**src/rtl/ctrl_pipe.sv**
```systemverilog
// Pipelined main control: ID decode, ID/EX, EX/MEM, MEM/WB control regs.
// Define CTRL_ADDI_EN to decode addi (6'b001000); otherwise it is illegal.
module ctrl_pipe #(
  parameter int OP_W = 6,
  parameter int RS_W = 5,
  parameter logic [OP_W-1:0] R_OP   = 6'b000000,
  parameter logic [OP_W-1:0] LW_OP  = 6'b100011,
  parameter logic [OP_W-1:0] SW_OP  = 6'b101011,
  parameter logic [OP_W-1:0] BEQ_OP = 6'b000100
) (
  input  logic            clk,
  input  logic            rst_n,
  input  logic [OP_W-1:0] op_i,
  input  logic            valid_i,
  input  logic [RS_W-1:0] rs_i,
  input  logic [RS_W-1:0] rt_i,
  input  logic            flush_i,
  output logic            stall_o,
  output logic [3:0]      idex_ex_o,
  output logic [RS_W-1:0] idex_rt_o,
  output logic [2:0]      exmem_m_o,
  output logic            exmem_regwrite_o,
  output logic [1:0]      memwb_wb_o,
  output logic            illegal_o
);

`ifdef CTRL_ADDI_EN
  localparam logic [OP_W-1:0] ADDI_OP = OP_W'(6'b001000);
`endif

  logic [1:0]      dec_wb;
  logic [2:0]      dec_m;
  logic [3:0]      dec_ex;
  logic            dec_ill;

  logic [1:0]      idex_wb_q, idex_wb_d;
  logic [2:0]      idex_m_q, idex_m_d;
  logic [3:0]      idex_ex_q, idex_ex_d;
  logic [RS_W-1:0] idex_rt_q, idex_rt_d;
  logic            idex_ill_q, idex_ill_d;
  logic [1:0]      exmem_wb_q;
  logic [2:0]      exmem_m_q;
  logic [1:0]      memwb_wb_q;
  logic            bubble;

  always_comb begin
    dec_wb  = 2'b00;
    dec_m   = 3'b000;
    dec_ex  = 4'b0000;
    dec_ill = 1'b1;
    unique case (1'b1)
      (op_i == R_OP): begin
        dec_wb  = 2'b10;
        dec_ex  = 4'b1100;
        dec_ill = 1'b0;
      end
      (op_i == LW_OP): begin
        dec_wb  = 2'b11;
        dec_m   = 3'b010;
        dec_ex  = 4'b0001;
        dec_ill = 1'b0;
      end
      (op_i == SW_OP): begin
        dec_m   = 3'b001;
        dec_ex  = 4'b0001;
        dec_ill = 1'b0;
      end
      (op_i == BEQ_OP): begin
        dec_m   = 3'b100;
        dec_ex  = 4'b0010;
        dec_ill = 1'b0;
      end
`ifdef CTRL_ADDI_EN
      (op_i == ADDI_OP): begin
        dec_wb  = 2'b10;
        dec_ex  = 4'b0001;
        dec_ill = 1'b0;
      end
`endif
      default: ;
    endcase
  end

  // r0 is never a real dependency, so a load to r0 never stalls
  assign stall_o = valid_i & idex_m_q[1]
                 & (idex_rt_q != '0)
                 & ((idex_rt_q == rs_i) | (idex_rt_q == rt_i));

  assign bubble = flush_i | stall_o | ~valid_i;

  always_comb begin
    idex_wb_d  = dec_wb;
    idex_m_d   = dec_m;
    idex_ex_d  = dec_ex;
    idex_rt_d  = rt_i;
    idex_ill_d = dec_ill;
    if (bubble) begin
      idex_wb_d  = '0;
      idex_m_d   = '0;
      idex_ex_d  = '0;
      idex_rt_d  = '0;
      idex_ill_d = 1'b0;
    end
  end

  always_ff @(posedge clk) begin
    if (!rst_n) begin
      idex_wb_q  <= '0;
      idex_m_q   <= '0;
      idex_ex_q  <= '0;
      idex_rt_q  <= '0;
      idex_ill_q <= 1'b0;
      exmem_wb_q <= '0;
      exmem_m_q  <= '0;
      memwb_wb_q <= '0;
    end else begin
      idex_wb_q  <= idex_wb_d;
      idex_m_q   <= idex_m_d;
      idex_ex_q  <= idex_ex_d;
      idex_rt_q  <= idex_rt_d;
      idex_ill_q <= idex_ill_d;
      exmem_wb_q <= idex_wb_q;
      exmem_m_q  <= idex_m_q;
      memwb_wb_q <= exmem_wb_q;
    end
  end

  assign idex_ex_o        = idex_ex_q;
  assign idex_rt_o        = idex_rt_q;
  assign exmem_m_o        = exmem_m_q;
  assign exmem_regwrite_o = exmem_wb_q[1];
  assign memwb_wb_o       = memwb_wb_q;
  assign illegal_o        = idex_ill_q;

endmodule

```
**config.mk**
```make
export PLATFORM = sky130hd
export DESIGN_NAME = ctrl_pipe
export DESIGN_NICKNAME = d
export VERILOG_FILES = /design/src/rtl/ctrl_pipe.sv
export SDC_FILE = /design/constraint.sdc
export NUM_CORES = 1
export LEC_CHECK = 0
export CORE_AREA = 2 2 53 55
export DETAILED_ROUTE_END_ITERATION = 10
export DIE_AREA = 0 0 55 57
export GPL_TIMING_DRIVEN = 0
export MAX_ROUTING_LAYER = met4
export SYNTH_ARGS = -nofsm -noshare
export SYNTH_HDL_FRONTEND = slang
export SYNTH_SLANG_ARGS = --single-unit
export TNS_END_PERCENT = 10
```
**constraint.sdc**
```tcl
create_clock -name clk -period 1.8 [get_ports clk]
set_clock_uncertainty 0.15 [all_clocks]
set_input_delay 0.18 -clock clk [delete_from_list [all_inputs] [get_ports clk]]
set_output_delay 0.18 -clock clk [all_outputs]
set_load 0.05 [all_outputs]
```
==> out/qor.log <==
qor: sta.finalMaxSlewViolations 0
qor: critical_path.max_fanout_on_critical_path 3
qor: clocking.numCtsBuffers 3
qor: sta.period_share 106%
qor: clocking.htree_num_levels 1
qor: final_layout.filler_cell_count 249
qor: clocking.tritoncts yes
qor: final_layout.antenna-diode-count 0
qor: critical_path.cp_num_buf_inv 1
qor: clocking.cts.sinks 19
qor: global_route.grt_antenna_before_repair 0
qor: pwr.p_leak 0.000638 uW
qor: synthesis.synth_area_leader_cell dfxtp_1
qor: final_layout.area_growth_synth_to_finish 71.0%
qor: pwr.p_per_cell_area 589 nW/um2
qor: synthesis.synth_enable_flop_cells 0
qor: route.drc 0
qor: route.wl_per_cell 11.6 um
qor: synthesis.synth.top_cell.area_share 51.3%
qor: synthesis.synth_sequential_area_ratio 51.3%
qor: final_layout.design.final.nets 133
qor: sta.timing_hold_violations_final 0
qor: synthesis.asyncSetResetFlopFracSynth 0%
qor: sta.finalCriticalPeriod 1.91 ns
qor: die.num_rows 19
qor: place.gp_congestion 0.694
qor: route.avgViaCountPerCell 4.50
qor: clocking.cts.hold.buffers_added 0
qor: critical_path.slowest_stage or4_4
qor: final_layout.layout-drive-gt1-share 25.9%
qor: clocking.path_clk_slew 0.11 ns
qor: final_layout.leading_cell_type_in_the_layout_fill_and_taps_excluded clkdlybuf4s50_1
qor: synthesis.synth.lib_cells_used.distinct 20
qor: clocking.cts.root.buffer_cell clkbuf_4
qor: global_route.grt_overflow_total 0
qor: critical_path.cp_data_required_time 1.47 ns
qor: synthesis.post_synthesis_area_per_instance 10.8 um2
qor: route.finalWirelength 1.66 mm
qor: sta.achievable-frequency 524 MHz
qor: critical_path.cp.arrival 1.58 ns
qor: sta.setup_ws -0.108 ns
qor: global_route.first_global_vias 604
qor: sta.worst_slew_margin_relative_to_its_limit 65.5%
qor: place.placedInstanceArea 1150 um2
qor: synthesis.synth.cell_area 742 um2
qor: pwr.power_report.internal_total 569 uW
qor: pwr.pwr-share-comb 15.3%
qor: clocking.clock_insertion_delay_worst_skew 0.29 ns
qor: outcome.violated_checks setup timing
qor: pwr.power.share.switching 23.9%
qor: die.die-area 3140 um2
qor: sta.tightestPinTransition 0.517 ns
qor: place.place.port_buffers 36
qor: synthesis.synth_flop_cell dfxtp_1
qor: synthesis.netlist_instances 69
qor: die.floorplan_die_height 57 um
qor: final_layout.mostFrequentLayoutCells clkdlybuf4s50_1, dfxtp_1, dlymetal6s2s_1
qor: die.floorplan.initialDensity 28.4%
qor: pwr.seq_power_share 57.1%
qor: global_route.grt_start_max_net_pins 14
qor: die.core 2620 um2
qor: place.dp_slack -0.863 ns
qor: critical_path.worstPathCellList or4_4 > o211ai_2 > a21oi_4 > buf_6
qor: run.cap_viol_max_count 0
qor: route.drt_iter0_drc 1
qor: die.top_level_ports 37
qor: outcome.outcome complete, but fails checks
qor: synthesis.ys.warnings.count 0
qor: critical_path.category_of_the_worst_setup_path_launch_point flop
qor: sta.rsz0062_at_grt yes
qor: synthesis.post_synth_main_area_contributors dfxtp_1, xor2_1, and2_1, nor3b_1, xnor2_1
qor: synthesis.synth.ff_latch_count 19
qor: place.dp.final_hpwl 1.27 mm
qor: sta.whs 0.286 ns
qor: pwr.power.net_switching 179 uW
qor: pwr.irDropWorstVdd 0.418 mV
qor: hold_path.hp-class flop to flop
qor: pwr.part_of_the_total_power_dissipated_in_the_clock_network 27.5%
qor: clocking.clk_path_buf_depth 2
qor: sta.finalSetupViolations 6
qor: die.die_width 55 um
qor: synthesis.synthesis.nets 89
qor: critical_path.path_class flop to output pin
qor: critical_path.endpoint_kind output pin
qor: critical_path.critical-path-top-delay-family simple AND/OR/NAND/NOR gates
qor: critical_path.max_incr_delay_on_cp 0.53 ns
qor: global_route.grt_first_pass_wirelength 2.90 mm
qor: final_layout.final_cell_area 1270 um2
qor: critical_path.reg2reg_setup_slack -0.03 ns
qor: global_route.grt_use_total 12.8%
qor: route.num_vias 644
qor: route.drt-pass1-iter-count 3
qor: route.antenna_left 0
## routing by layer
metal  vias to the layer above  global-route usage, %  part of all wire (%)
met1                       302                   17.1                    43
met4                         0                   4.18                   1.4
met2                        14                   18.7                    51
met3                         2                   3.14                   4.7
met5                         -                      -                     0
li1                        326                      -                     -
## Yosys cell counts, types with 2 or more instances
cell type and count:
nor4_1 4, xnor2_1 4, nand2b_1 2, xor2_1 6, dfxtp_1 19, nand2_1 5
nand3_1 2, nor3_1 6, and2_1 6, nor3b_1 5
## through the flow
step / TNS [ns] / util [%] / instances / total power [uW]
6_report: -0.220 / 48.5 / 143 / 748
5_1_grt: -0.748 / 48.5 / 143 / 801
3_5_place_dp: -1.71 / 43.9 / 136 / 549
3_3_place_gp: -1.57 / 43.9 / 136 / 548
2_1_floorplan: -0.0260 / - / 69 / 485
4_1_cts: -0.360 / 46.0 / 143 / 758
## power by group through the flow
stage | Clock, uW | Sequential, uW | Combinational, uW
3_3_place_gp | 0 | 440 | 108
6_report | 206 | 427 | 115
5_1_grt | 250 | 428 | 123
4_1_cts | 219 | 427 | 112
3_5_place_dp | 0 | 440 | 109
2_1_floorplan | 0 | 454 | 30.9
## registers in the layout, summed over array words and instances, names as in the netlist
| signal | count |
|---|---|
| idex_rt_o | 5 |
| idex_ex_o | 3 |
| exmem_m_o | 2 |
| exmem_wb_q | 2 |
| idex_m_q | 2 |
| idex_wb_q | 2 |
| memwb_wb_o | 2 |
| illegal_o | 1 |
## repair_timing
| item | 4_1_cts | 5_1_grt |
|---|---|---|
| pin swaps | 3 | 1 |
| gates resized for setup | 17 | 16 |
| buffers inserted | 4 | 0 |
| endpoints found under the setup margin | 7 | 23 |
## layout make-up
type	count	area (um2)	area share [%]
Buffer	1	7.51	0.592
Clock buffer	3	22.5	1.78
Clock inverter	1	5.00	0.394
Multi-Input combinational cell	48	399	31.5
Sequential cell	19	392	30.9
Tap cell	31	38.8	3.06
Timing Repair Buffer	40	404	31.9
## worst paths after layout
check | startpoint | endpoint | cells after the start
max | idex_rt_o[4]$_SDFF_PP0_ | stall_o | 4
min | idex_wb_q[1]$_SDFF_PP0_ | exmem_wb_q[1]$_SDFF_PN0_ | 1
max reg2reg | idex_rt_o[4]$_SDFF_PP0_ | idex_m_q[2]$_SDFF_PP0_ | 5
min reg2reg | idex_wb_q[1]$_SDFF_PP0_ | exmem_wb_q[1]$_SDFF_PN0_ | 1
## cells by family after synthesis
group                     share of synthesized area, %
buffers and inverters                             2.53
AOI/OAI and AO/OA                                 4.05
xor gates and xnor gates                          11.8
DFF                                               51.3
and+or+nand+nor                                   30.4
Power figures use the tool's default switching activity.
==> variant (same settings) <==
Build with the macro `CTRL_ADDI_EN` defined.
--- a/src/rtl/ctrl_pipe.sv
+++ b/src/rtl/ctrl_pipe.sv
@@ -1,5 +1,7 @@
 // Pipelined main control: ID decode, ID/EX, EX/MEM, MEM/WB control regs.
 // Define CTRL_ADDI_EN to decode addi (6'b001000); otherwise it is illegal.
+`define CTRL_ADDI_EN
+
 module ctrl_pipe #(
   parameter int OP_W = 6,
   parameter int RS_W = 5,
Behaviour: not the same (a bounded check fails within 4 cycles, from zero or initial values and one cycle with rst_n low).
==> variant against the original RTL <==
The run still ends with setup timing left; design area up 8.7%; sequential power rose by 11%; synthesized area grew 13%; wire length increased by 13%; total power up 8.4%; worst setup slack lost 0.13 ns; via count grew 9.8%; sequential cell count is 2 higher; core utilization up 4.2 points.
==> variant: results (changes against the original RTL) <==
GRT
  – Vias in the first global route: 610 (+0.99%)
  – Largest net degree at the start of global routing: 13 (-1)
  – Overall global routing resource usage: 13.63% (+0.87 points)
  – Grt met2 use: 19.39% (+0.68 points)
  – Wire length of the first global-routing pass: 2953 um (+1.7%)
  – Global-route met1 utilization: 18.12% (+1.0 points)

Drt
  – DRT met1 WL: 814 um (+14%)
  – 1st-iter DRT viols: 25 (+24)
  – Met3 Wirelength: 90 um (+15%)
  – Routed length per instance: 12.46 um (+7.4%)
  – Via Count: 707 (+9.8%)
  – Drt first pass iters: 4 (+1)
  – Vias per cell: 4.713 (+4.7%)

STA
  – TNS Setup: -0.8518 ns (-0.6319 ns)
  – Final worst setup slack: -0.2373 ns (-0.1292 ns)
  – Final setup fails: 11 (+5)
  – Minimum hold slack: 0.2888 ns (+0.002612 ns)
  – Measured slew at the worst slew-check pin: 0.5504 ns (+0.03370 ns)

Yosys
  – Register area share after synthesis: 50.00% (-1.3 points)
  – Post-synth top cells: dfxtp_1 (21), and2_1 (7), xor2_1 (6), nor3_1 (5), xnor2_1 (4)
  – Top area cells in the synthesized netlist: dfxtp_1 (50%), xor2_1 (6.2%), and2_1 (5.2%), nor4_4 (5.1%), xnor2_1 (4.2%)
  – Post-Syn Nets: 96 (+7.9%)
  – Cells after Synth: 76 (+10%)

Power
  – Clock share of power: 26.6% (-0.9 points)
  – Combinational gate power: 123 uW (+7%)
  – Lkg Pwr: 0.0006107 uW (-4.3%)
  – Switching component of the power: 195.9 uW (+9.5%)
  – Switching portion of total power: 24.18% (+0.23 points)
  – Maximum vdd drop: 0.0003093 V (-26%)

Clocking
  – # clock sinks: 21 (+2)

Place
  – Placement-stage cell area: 1250 um^2 (+8.9%)
  – Final HPWL from detailed placement: 1370 um (+8.2%)
  – Routability cong.: 0.7003 (+0.89%)
  – Pre-CTS setup slack: -1.024 ns (-0.1609 ns)

Status
  – Failing checks: setup timing
  – Status: finished, violations left

Worst setup path
  – Critical Path End: stall_o
  – CP Max Fanout: 4 (+1)

Layout
  – Filler cell count: 256 (+2.8%)
variant: changes by cell type in the layout (fill, tap and decap cells not counted), sizes merged, moves of 2 or more:
cell / delta
nor2: +2
dlymetal6s2s: -3
clkdlybuf4s50: +3
dfxtp: +2
nor4b: +2
nand2: -3
variant: kinds of logic after synthesis:
| group | Yosys count | share of synthesized area (%) |
|---|---|---|
| flip-flops | 21 | 50.00 |
| buffers and inverters | 2 | 2.232 |
| AO/OA/AOI/OAI | 5 | 4.911 |
| XOR/XNOR | 10 | 10.42 |
| AND/OR/NAND/NOR | 38 | 32.44 |
variant: final cells by class:
type                    count  area [um^2]  area share, %
multi-input cells          53        465.4          33.76
repair buffers             39        394.1          28.58
well taps                  31        38.79          2.813
clock inverters             1        5.005         0.3630
flip-flops and latches     21        430.4          31.22
clock buffers               3        22.52          1.633
plain buffers               2        22.52          1.633
